--- src/rtl/convertidor_pulso_multi_if.sv ---
// Button-to-pulse converter bundle: raw buttons and mode in,
// debounced levels and event pulses out.
interface convertidor_pulso_multi_if #(
  parameter int N_CH = 4
);
  logic [N_CH-1:0] in;
  logic [1:0]      mode;
  logic [N_CH-1:0] level;
  logic [N_CH-1:0] pulse;
  logic            any_pulse;

  modport master (
    output in, mode,
    input  level, pulse, any_pulse
  );

  modport slave (
    input  in, mode,
    output level, pulse, any_pulse
  );
endinterface

--- src/rtl/convertidor_pulso_multi.sv ---
// N-channel button synchroniser, debouncer and pulse generator
// with press/release/both/auto-repeat event selection.
module convertidor_pulso_multi #(
  parameter int N_CH       = 4,
  parameter int DEB_CYC    = 250000,
  parameter int REP_DELAY  = 25000000,
  parameter int REP_PERIOD = 5000000
) (
  input logic                  clk,
  input logic                  rst,
  convertidor_pulso_multi_if.slave bus
);
  localparam int DW = $clog2(DEB_CYC + 1);
  localparam int RMAX = (REP_DELAY > REP_PERIOD) ?
                        REP_DELAY : REP_PERIOD;
  localparam int RW = $clog2(RMAX + 1);

  localparam logic [DW-1:0] DEB_LAST = DW'(DEB_CYC - 1);
  localparam logic [RW-1:0] DLY_LAST = RW'(REP_DELAY - 1);
  localparam logic [RW-1:0] PER_LAST = RW'(REP_PERIOD - 1);

  typedef enum logic [1:0] {
    IDLE,
    DELAY,
    REPEAT
  } rep_t;

  logic [N_CH-1:0] level;
  logic [N_CH-1:0] pulse;
  logic            rep_mode;

  assign rep_mode = (bus.mode == 2'b11);

  for (genvar i = 0; i < N_CH; i++) begin : g_ch
    logic          s1;
    logic          s2;
    logic          lvl;
    logic [DW-1:0] cnt;
    logic          acc;
    logic          rise;
    logic          fall;
    logic          stop;
    logic          ev;
    logic          rep;
    logic          pls;
    rep_t          st;
    rep_t          st_n;
    logic [RW-1:0] rcnt;
    logic [RW-1:0] rcnt_n;

    assign acc  = (s2 != lvl) && (cnt == DEB_LAST);
    assign rise = acc & s2;
    assign fall = acc & ~s2;
    // A release accepted this edge must also silence the repeat.
    assign stop = ~lvl | ~rep_mode | fall;

    always_ff @(posedge clk) begin
      if (rst) begin
        s1  <= 1'b0;
        s2  <= 1'b0;
        lvl <= 1'b0;
        cnt <= '0;
      end else begin
        s1 <= bus.in[i];
        s2 <= s1;
        if (s2 == lvl) begin
          cnt <= '0;
        end else if (acc) begin
          lvl <= s2;
          cnt <= '0;
        end else begin
          cnt <= cnt + DW'(1);
        end
      end
    end

    always_ff @(posedge clk) begin
      if (rst) begin
        st   <= IDLE;
        rcnt <= '0;
        pls  <= 1'b0;
      end else begin
        st   <= st_n;
        rcnt <= rcnt_n;
        pls  <= ev | rep;
      end
    end

    always_comb begin
      ev = 1'b0;
      unique case (bus.mode)
        2'b01:   ev = fall;
        2'b10:   ev = acc;
        default: ev = rise;
      endcase
    end

    always_comb begin
      st_n   = st;
      rcnt_n = rcnt;
      rep    = 1'b0;
      unique case (st)
        IDLE: begin
          if (rise && rep_mode) begin
            st_n   = DELAY;
            rcnt_n = '0;
          end
        end
        DELAY: begin
          if (stop) begin
            st_n   = IDLE;
            rcnt_n = '0;
          end else if (rcnt == DLY_LAST) begin
            rep    = 1'b1;
            st_n   = REPEAT;
            rcnt_n = '0;
          end else begin
            rcnt_n = rcnt + RW'(1);
          end
        end
        REPEAT: begin
          if (stop) begin
            st_n   = IDLE;
            rcnt_n = '0;
          end else if (rcnt == PER_LAST) begin
            rep    = 1'b1;
            rcnt_n = '0;
          end else begin
            rcnt_n = rcnt + RW'(1);
          end
        end
        default: begin
          st_n   = IDLE;
          rcnt_n = '0;
        end
      endcase
    end

    assign level[i] = lvl;
    assign pulse[i] = pls;
  end

  assign bus.level     = level;
  assign bus.pulse     = pulse;
  assign bus.any_pulse = |pulse;
endmodule
--- src/flat_wrapper.sv ---
// flat-port wrapper written by rule: the top's interface ports become plain ports
module convertidor_pulso_multi_flat 
#(
  parameter int N_CH       = 4,
  parameter int DEB_CYC    = 250000,
  parameter int REP_DELAY  = 25000000,
  parameter int REP_PERIOD = 5000000
)
  (clk, rst, bus_in, bus_mode, bus_level, bus_pulse, bus_any_pulse);
  convertidor_pulso_multi_if #(.N_CH(N_CH)) bus_i ();
  input logic clk;
  input logic rst;
  input wire logic [$bits(bus_i.in)-1:0] bus_in;
  input wire logic [$bits(bus_i.mode)-1:0] bus_mode;
  output wire logic [$bits(bus_i.level)-1:0] bus_level;
  output wire logic [$bits(bus_i.pulse)-1:0] bus_pulse;
  output wire logic [$bits(bus_i.any_pulse)-1:0] bus_any_pulse;
  assign bus_i.in = bus_in;
  assign bus_i.mode = bus_mode;
  assign bus_level = bus_i.level;
  assign bus_pulse = bus_i.pulse;
  assign bus_any_pulse = bus_i.any_pulse;
  convertidor_pulso_multi #(.N_CH(N_CH), .DEB_CYC(DEB_CYC), .REP_DELAY(REP_DELAY), .REP_PERIOD(REP_PERIOD)) u_core (.clk(clk), .rst(rst), .bus(bus_i));
endmodule
--- config.mk ---
export PLATFORM = sky130hd
export DESIGN_NAME = convertidor_pulso_multi_flat
export DESIGN_NICKNAME = d
export VERILOG_FILES = /design/src/rtl/convertidor_pulso_multi_if.sv /design/src/rtl/convertidor_pulso_multi.sv /design/src/flat_wrapper.sv
export SDC_FILE = /design/constraint.sdc
export NUM_CORES = 1
export LEC_CHECK = 0
export ABC_AREA = 0
export CAP_MARGIN = 20
export CORE_ASPECT_RATIO = 1.5
export CORE_UTILIZATION = 53
export CTS_BUF_LIST = sky130_fd_sc_hd__clkbuf_8
export DETAILED_ROUTE_END_ITERATION = 6
export PLACE_DENSITY = 0.66
export SLEW_MARGIN = 20
export SYNTH_ARGS = -nofsm -noshare
export SYNTH_HDL_FRONTEND = slang
export SYNTH_SLANG_ARGS = --single-unit
--- constraint.sdc ---
create_clock -name clk -period 3.3 [get_ports clk]
set_input_delay 0.66 -clock clk [delete_from_list [all_inputs] [get_ports clk]]
set_output_delay 0.66 -clock clk [all_outputs]
set_load 0.01 [all_outputs]
==> impl_metrics.yaml, run 1 <==
finish:
  layout_commonest_cell: "dfxtp_1"
  layout_common_cells: "dfxtp_1 (196), nand2_1 (157), nor2_1 (135), nand3_1 (93), nand4_1 (48)"
  drive_gt1_share_pct: 6.68
  diodes: 0
  area_growth_syn_to_layout_pct: 8.07
  final_cells: 1588
  fin_nets: 1351
die:
  num_rows: 62
  dieArea_mm2: 0.0204
  die_w_um: 117
  initial_utilization_pct: 54.4
  die_h_um: 175
  coreArea_mm2: 0.0193
  io-pin-count: 17
logic_synthesis:
  async_flop_share_pct: 0
  syn_area_mm2: 0.0105
  ys.warnings.count: 0
  postSynthCellCount: 1317
  ys_types: 72
  synth-seq-cells: 196
  syn-num-nets: 1348
  synth-edff-count: 0
  synth-seq-area-share_pct: 37.3
  synth_ff_type: "dfxtp_1"
  syn_avg_cell_area_um2: 7.99
power:
  vdd.ir_drop.worst_v: 0.000255
  power_density_mw_per_mm2: 358
  p_leak_uw: 0.00363
sta:
  max_freq_mhz: 338
  rsz0062_at_grt: "false"
  setup_tns_ns: 0
  min_period_ns: 2.96
  final-hold-violation-count: 0
  drv_slew: 0
  worstMarginPinSlew_ns: 0.776
  post-route-period-util_pct: 89.7
  relSlewSlack_pct: 48.1
  fin_skew_ns: 0.0128
  setup_viol: 0
placed_design:
  io_buffers: 16
  gp_congestion: 0.940
  dp_cells: 1557
  hpwl_mm: 18.0
critical_path:
  worst-setup-path-type: "register to register"
  crit_path_end_kind: "register"
  r2r_cells: 6
  regToRegStartpoint: "u_core.g_ch[0].cnt[8]$_SDFF_PP0_"
  start_kind: "register"
  crit_fanout: 10
  slowest_delay_ns: 0.59
  r2r_slack_ns: 0.34
  worstPathRequired_ns: 3.73
  cpMaxStageDelayCell: "or4_1"
  crit_chain: "or4b_1 -> or4_1 -> or2_1 -> o21a_1 -> nor3_1 -> a22o_1"
  arrival_ns: 3.39
  r2r-end: "u_core.g_ch[0].rcnt[3]$_SDFFE_PP0P_"
global_routing:
  grtUsageTotal_pct: 25.5
  grt_pass1_wl_mm: 42.1
  first_global_vias: 9172
  grt_max_degree: 40
  antenna_found_initial: 0
  grt_overflow: 0
outcome:
  outcome: "completed"
detailed_routing:
  postRouteAntennaNets: 0
  wl_per_cell_um: 15.6
  routed_wirelength_mm: 24.7
  drt_iter0_drc: 499
  drcViolationCount: 0
  post_drt_via_cell_ratio: 6.04
  num_vias: 9584
  firstDrtPassIters: 5
clock_network:
  cts-resized-gates: 0
  clkSinkCount: 196
  root_buffer: "clkbuf_8"
  postCtsSetupBuffers: 0
  cts_buffer_depth: 2
  cts_max_level: 4
  cts_tree: "built"
  cts_made_buffers: 17
  cts.hold.buffers_added: 0
  insertion_delay_ns: 0.48
  cts.reportedPaths.clkPinSlew_ns: 0.10
hold_path:
  hold_end: "u_core.g_ch[2].s2$_SDFF_PP0_"
  hold_path.class: "register to register"
  whs_path_depth: 1
  min_from: "u_core.g_ch[2].s1$_SDFF_PP0_"
flow_run:
  drv_cap: 0
-- power breakdown --
part | internal, µW | switching (µW)
clock network | 682 | 894
registers | 2370 | 8.95
logic | 40.0 | 73.1
total | 3090 | 976
-- registers in the layout (all words and copies together), names as in the netlist --
register / flops
u_core.g_ch.rcnt: 100
u_core.g_ch.cnt: 72
u_core.g_ch.st: 8
u_core.g_ch.lvl: 4
u_core.g_ch.pls: 4
u_core.g_ch.s1: 4
u_core.g_ch.s2: 4
-- how the worst max path moves through the flow --
| stage | start | endpoint | slack, ns |
|---|---|---|---|
| after global routing | u_core.g_ch[0].cnt[7]$_SDFF_PP0_ | u_core.g_ch[0].rcnt[15]$_SDFFE_PP0P_ | 0.18 |
| after CTS | u_core.g_ch[3].cnt[7]$_SDFF_PP0_ | u_core.g_ch[3].rcnt[15]$_SDFFE_PP0P_ | 0.33 |
| final | u_core.g_ch[0].cnt[8]$_SDFF_PP0_ | u_core.g_ch[0].rcnt[3]$_SDFFE_PP0P_ | 0.34 |
| after floorplan | bus_mode[0] | u_core.g_ch[2].rcnt[11]$_SDFFE_PP0P_ | 0.52 |
| after global placement | bus_mode[0] | u_core.g_ch[2].rcnt[3]$_SDFFE_PP0P_ | 0.28 |
| after detailed placement | bus_mode[0] | u_core.g_ch[2].rcnt[11]$_SDFFE_PP0P_ | 0.22 |
-- logic make-up after synthesis --
| family | synth area share (%) |
|---|---|
| mux | 0.952 |
| flops | 37.3 |
| compound gates | 15.6 |
| xor+xnor | 5.75 |
| fa+ha+maj | 2.74 |
| simple gates | 33.1 |
| buf+inv | 4.58 |
-- cells in the mapped netlist, types with 12 or more instances --
cell / n / share of area, %
and4_1: 13 / 1.1
nor2b_1: 13 / 0.77
or3_1: 14 / 0.83
inv_1: 43 / 1.5
nand2b_1: 12 / 0.71
xor2_1: 36 / 3.0
or4_1: 16 / 1.1
a21oi_1: 39 / 1.9
ha_1: 23 / 2.7
and3_1: 38 / 2.3
xnor2_1: 33 / 2.7
nor4_1: 19 / 1.1
nor2_1: 136 / 4.9
nand4_1: 48 / 2.9
dfxtp_1: 196 / 37
and2_1: 17 / 1.0
clkbuf_1: 53 / 1.9
o21ai_0: 42 / 2.0
nand3_1: 93 / 4.4
nor3_1: 30 / 1.4
o31ai_1: 15 / 1.1
nand2_1: 157 / 5.6
a31oi_1: 44 / 2.6
nand3b_1: 12 / 0.86
-- routing by layer --
| layer | vias up | GRT usage (%) | share of wire (%) |
|---|---|---|---|
| met5 | - | 0 | 0 |
| met3 | 53 | 3.80 | 3.1 |
| li1 | 4790 | - | - |
| met4 | 0 | 10.9 | 2.9 |
| met1 | 4554 | 28.7 | 43 |
| met2 | 187 | 46.3 | 51 |
-- critical path, delay by kind of cell, from the launching register on --
family | cells | cell delay (ns)
AND/OR/NAND/NOR | 4 | 1.96
flip-flops | 1 | 0.36
AO/OA/AOI/OAI | 2 | 0.58
-- stage by stage --
step	hold slack [ns]	instance area [µm²]	util (%)	setup WS [ns]	total power, µW
CTS	0.449	11400	58.8	0.330	4120
global placement	0.416	11000	56.8	0.276	2550
finish	0.447	11400	58.8	0.339	4070
floorplan	0.413	10500	-	0.522	2510
detailed placement	0.425	11000	56.8	0.218	2550
global route	0.470	11400	58.8	0.179	4220
-- area by class of cell --
cell class | instances | area [µm²]
well taps | 256 | 320
flip-flops and latches | 196 | 3920
clock buffers | 17 | 234
fillers | 1814 | 7950
inverters | 44 | 165
repair buffers | 54 | 453
multi-input cells | 1007 | 6120
clock inverters | 14 | 151
(Power assumes the default switching activity.)
==> run 2: changes to the inputs <==
--- a/config.mk
+++ b/config.mk
@@ -10,6 +10,7 @@
 export CORE_ASPECT_RATIO = 1.5
 export CORE_UTILIZATION = 53
 export CTS_BUF_LIST = sky130_fd_sc_hd__clkbuf_8
+export CTS_CLUSTER_SIZE = 8
 export DETAILED_ROUTE_END_ITERATION = 6
 export PLACE_DENSITY = 0.66
 export SLEW_MARGIN = 20
==> results of run 2 <==
Final layout, timing and power as in run 1 (identical DEF).
